$ cat config.mk
export PLATFORM = sky130hd
export DESIGN_NAME = stream_rr_arbiter
export DESIGN_NICKNAME = d
export VERILOG_FILES = /design/src/rtl/stream_rr_arbiter_pkg.sv /design/src/rtl/rr_priority_pick.sv /design/src/rtl/stream_rr_arbiter.sv
export SDC_FILE = /design/constraint.sdc
export NUM_CORES = 1
export LEC_CHECK = 0
export CAP_MARGIN = 20
export CORE_MARGIN = 2
export CORE_UTILIZATION = 45
export DETAILED_ROUTE_END_ITERATION = 12
export PLACE_DENSITY = 0.89
export SYNTH_ARGS = -nofsm -noshare
export SYNTH_HDL_FRONTEND = slang
export SYNTH_SLANG_ARGS = --single-unit
$ cat constraint.sdc
create_clock -name clk -period 12.5 [get_ports clk]
set_clock_uncertainty 0.1 [all_clocks]
set_input_delay 3.75 -clock clk [delete_from_list [all_inputs] [get_ports clk]]
set_output_delay 3.75 -clock clk [all_outputs]
set_load 0.05 [all_outputs]
$ cat src/rtl/stream_rr_arbiter_pkg.sv
// rtl/stream_rr_arbiter_pkg.sv - shared helpers and lock FSM encodings for stream_rr_arbiter
package stream_rr_arbiter_pkg;

    typedef enum logic {
        ST_UNLOCKED = 1'b0,
        ST_LOCKED   = 1'b1
    } lock_state_t;

    function automatic int clog2(input int v);
        int r;
        for (r = 0; (1 << r) < v; r++) begin
        end
        return r;
    endfunction

endpackage

$ cat src/rtl/rr_priority_pick.sv
// rtl/rr_priority_pick.sv - first set request at or above ptr, wrapping mod N
module rr_priority_pick #(
    parameter int N  = 4,
    parameter int IW = 2
) (
    input  logic [N-1:0]  req,
    input  logic [IW-1:0] ptr,
    output logic [IW-1:0] idx,
    output logic          hit
);

    logic [N-1:0]  rot;
    logic [IW-1:0] enc;
    logic [IW:0]   sum;

    always_comb begin
        // Rotate so that requester ptr lands at bit 0, then take the lowest set bit.
        rot = N'({req, req} >> ptr);
        hit = |rot;
        enc = '0;
        for (int i = N - 1; i >= 0; i--) begin
            if (rot[i]) begin
                enc = IW'(i);
            end
        end
        sum = {1'b0, enc} + {1'b0, ptr};
        if (sum >= (IW + 1)'(N)) begin
            sum = sum - (IW + 1)'(N);
        end
        idx = sum[IW-1:0];
    end

endmodule

$ cat src/rtl/stream_rr_arbiter.sv
// rtl/stream_rr_arbiter.sv - packet-aware round-robin arbiter with one registered output stage
module stream_rr_arbiter
    import stream_rr_arbiter_pkg::*;
#(
    parameter int  N  = 4,
    parameter int  L  = 8,
    localparam int IW = clog2(N)
) (
    input  logic           clk,
    input  logic           rst,
    input  logic [N-1:0]   valid_f,
    input  logic [N*L-1:0] data_f,
    input  logic [N-1:0]   last_f,
    output logic [N-1:0]   ready_f,
    output logic           valid_b,
    output logic [L-1:0]   data_b,
    output logic           last_b,
    output logic [IW-1:0]  id_b,
    input  logic           ready_b
);

    lock_state_t   state;
    logic [IW-1:0] ptr;
    logic [IW-1:0] owner;
    logic [IW-1:0] pick_idx;
    logic          pick_hit;
    logic [IW-1:0] sel;
    logic          hit;
    logic          ld;
    logic          xfer;
    logic [L-1:0]  sel_data;
    logic          sel_last;

    rr_priority_pick #(
        .N  (N),
        .IW (IW)
    ) u_pick (
        .req (valid_f),
        .ptr (ptr),
        .idx (pick_idx),
        .hit (pick_hit)
    );

    always_comb begin
        ld = !valid_b || ready_b;
        if (state == ST_LOCKED) begin
            sel = owner;
            hit = valid_f[owner];
        end else begin
            sel = pick_idx;
            hit = pick_hit;
        end
        xfer     = ld && hit;
        sel_data = '0;
        sel_last = 1'b0;
        for (int i = 0; i < N; i++) begin
            if (sel == IW'(i)) begin
                sel_data = data_f[i*L +: L];
                sel_last = last_f[i];
            end
        end
        // Gated by rst so no upstream beat is consumed while the block is held in reset.
        ready_f = '0;
        for (int i = 0; i < N; i++) begin
            ready_f[i] = rst && xfer && (sel == IW'(i));
        end
    end

    always_ff @(posedge clk or negedge rst) begin
        if (!rst) begin
            valid_b <= 1'b0;
            data_b  <= '0;
            last_b  <= 1'b0;
            id_b    <= '0;
        end else if (ld) begin
            valid_b <= hit;
            if (hit) begin
                data_b <= sel_data;
                last_b <= sel_last;
                id_b   <= sel;
            end
        end
    end

    always_ff @(posedge clk or negedge rst) begin
        if (!rst) begin
            state <= ST_UNLOCKED;
            owner <= '0;
            ptr   <= '0;
        end else begin
            case (state)
                ST_UNLOCKED: begin
                    if (xfer && !sel_last) begin
                        state <= ST_LOCKED;
                        owner <= sel;
                    end
                end
                ST_LOCKED: begin
                    if (xfer && sel_last) begin
                        state <= ST_UNLOCKED;
                    end
                end
                default: state <= ST_UNLOCKED;
            endcase
            // Rotate only at packet boundaries so a packet never loses its turn midway.
            if (xfer && sel_last) begin
                ptr <= (sel == IW'(N - 1)) ? '0 : sel + IW'(1);
            end
        end
    end

endmodule

==> results of run 1 <==
==> area by class of cell <==
| cell class | count | area (sq um) |
|---|---|---|
| fill | 209 | 860 |
| multi-input combinational | 115 | 823 |
| timing repair buffer | 60 | 596 |
| sequential | 17 | 425 |
| tap | 31 | 38.8 |
| clock buffer | 3 | 22.5 |
| inverter | 3 | 11.3 |
| clock inverter | 1 | 5.00 |
==> per-stage QoR <==
stage / hold WS [ns] / setup slack [ns]
final: 0.418 / 0.893
after global routing: 0.456 / 0.644
after CTS: 0.423 / 0.934
after detailed placement: 0.389 / 0.952
after global placement: 0.376 / 1.17
after floorplan: 0.403 / 2.00
==> metal layers <==
metal / global-route usage / vias to the layer above / share of wire
met5: 0 / - / 0
met3: 0.0527 / 4 / 0.079
met4: 0.0764 / 0 / 0.010
met1: 0.266 / 621 / 0.40
li1: - / 638 / -
met2: 0.371 / 51 / 0.52
==> report_power, final <==
| group | internal [mW] | total [mW] | switching [mW] |
|---|---|---|---|
| combinational | 0.189 | 0.467 | 0.278 |
| clock | 0.0119 | 0.0299 | 0.0180 |
| sequential | 0.0856 | 0.111 | 0.0257 |
==> cell usage in the layout (no fill, tap or decap), types with 3 or more instances in the layout <==
| master | instances |
|---|---|
| clkdlybuf4s50_1 | 58 |
| a21oi_1 | 20 |
| dfrtp_1 | 17 |
| nor2_1 | 13 |
| nor2b_1 | 10 |
| nor3_1 | 8 |
| a221oi_1 | 8 |
| nand2_1 | 7 |
| and3_1 | 5 |
| mux2_2 | 5 |
| ha_1 | 5 |
| mux2i_1 | 3 |
| inv_1 | 3 |
| nand2b_1 | 3 |
| clkbuf_4 | 3 |
==> worst min path at each step <==
stage                                 end  cells after the start
floorplan            owner[1]$_DFFE_PN0P_                      1
global placement    data_b[4]$_DFFE_PN0P_                      1
detailed placement  data_b[4]$_DFFE_PN0P_                      1
CTS                 data_b[4]$_DFFE_PN0P_                      1
global route        data_b[4]$_DFFE_PN0P_                      1
finish              data_b[4]$_DFFE_PN0P_                      1
==> cells by family (layout without fill, tap and decap cells) <==
family	Yosys count	after routing
compound gates	39	39
xor+xnor	2	2
fa+ha+maj	5	5
buf+inv	16	67
flops	17	17
mux	11	11
simple gates	58	58
==> flip-flops by register name, summed over array words and instances, names as in the netlist <==
name,cells
data_b,8
id_b,2
last_b,1
owner,2
ptr,2
state,1
valid_b,1
==> results.ini, run 1 <==
[setup_path]
crit_fanout=19
critPathMaxStageDelay_ns=0.80
r2r-end=ptr[1]$_DFFE_PN0P_
ff2ff_path_depth=17
crit_buf_inv=2
path_cells=clkdlybuf4s50_1, and3b_1, a21oi_1, nor2_1, a21oi_1, o221ai_1, ha_1, xnor2_1, or2_2, mux2i_1, a211oi_2, ha_1, and3_1, clkdlybuf4s50_1
crit_path_end=ready_f[2]
r2r_slack_ns=8.04
crit_cells=14
cp.required_ns=8.65
crit_slowest_cell=clkdlybuf4s50_1
cp-startpoint=valid_f[1]
r2r-start=ptr[0]$_DFFE_PN0P_
arrival_ns=7.76
endpoint_kind=output port
cp-start-kind=input port
critPathTopFamily=buffers and inverters
timing_worst_setup_path_type=input port to output port

[routing]
drtAntennaViolNets=0
dr.first_iter.drc_count=46
dr.pass1.iters=4
detailroute.via_count=1314
drt-total-wl_um=3590
drc_errors=0
avgViaCountPerCell=5.71
routedWlPerCell_um=15.6

[timing]
hold_viol_final=0
slew_headroom=0.396
rsz0062_at_grt=no
max_freq_ghz=0.0862
post-route-min-period_ns=11.61
maxSlewViolCount=0
worst_slew_pin_slew_ns=0.903
fin_crit_sh=0.929
finalSetupTns_ns=0
setup_viol=0

[synthesis]
synth.mux.area_fraction=0.101
ys_ff_latch=17
synth_compound_area_frac=0.213
synth_top_area_share=0.319
syn_area_sq_um=1330
synthXorXnorAreaFrac=0.0131
synth_nets=196
synth_common_cells=20 x a21oi_1, 17 x dfrtp_1, 13 x nor2_1
synth.distinct_cells=43
synth_area_per_cell_sq_um=9.01
synthSimpleGateAreaFrac=0.243
synth_top_cell_by_area=dfrtp_1
yosys-top-cells-area=dfrtp_1 32%, a21oi_1 7.5%, a221oi_1 5.3%, ha_1 4.7%, nor2b_1 4.7%
synth_most_common_cell=a21oi_1
ys_warn_count=0
netlist_instances=148
async_flop_share=1.00
synth_fa_ha_area_frac=0.0469
ys.flop_type=dfrtp_1
ys_seq_area_frac=0.319
synth_top_family_by_area=simple AND/OR/NAND/NOR gates
synth_edf_count=0

[die]
die-area_sq_um=3420
die_y_um=58.4
start_util=0.480
die_w_um=58.4
fp-row-count=19
pin_count=59
core_sq_um=2780

[clock_network]
cts_inserted_buffers=3
cts_root_buf=clkbuf_4
cts_resized=0
cts.path.max_buffers=2
clkLatencyLatePin_ns=0.29
clk_pin_slew_ns=0.11
cts_htree_levels=1
cts_tree=done
numClockSinks=17
cts-hold-fix-buffers=0
post_cts_buffers=0

[global_route]
grt_pass1_vias=1330
antenna_found_initial=0
grt_max_degree=27
grt_first_pass_wirelength_um=5750
grt_usage=0.217
overflow=0

[placed_design]
gp_congestion=0.892
place.port_buffers=58
place_area_sq_um=1890
place_hpwl_um=2740
placedCellCount=226

[finish]
nets=248
utilization=0.691
drive_gt1_frac=0.106
synthToLayoutAreaGrowth_pct=44.1
antenna_cells=0
fin_area_sq_um=1920
fin_cells=230

[worst_hold_path]
hp-class=flip-flop to flip-flop
hold_start=data_b[4]$_DFFE_PN0P_

[run_status]
outcome=finished, final reports clean

[pwr]
peakVddDrop_uv=250
leakage_nw=0.767
power_density_nw_per_um2=317
p_total_mw=0.609

[flow_run]
maxCapViolCount=0

Power figures use the tool's default switching activity.
==> run 2: changes to the inputs <==
--- a/config.mk
+++ b/config.mk
@@ -9,6 +9,7 @@
 export CORE_MARGIN = 2
 export CORE_UTILIZATION = 45
 export DETAILED_ROUTE_END_ITERATION = 12
+export HOLD_SLACK_MARGIN = 0.02
 export PLACE_DENSITY = 0.89
 export SYNTH_ARGS = -nofsm -noshare
 export SYNTH_HDL_FRONTEND = slang
==> results of run 2 <==
Final layout, timing and power as in run 1 (identical DEF).
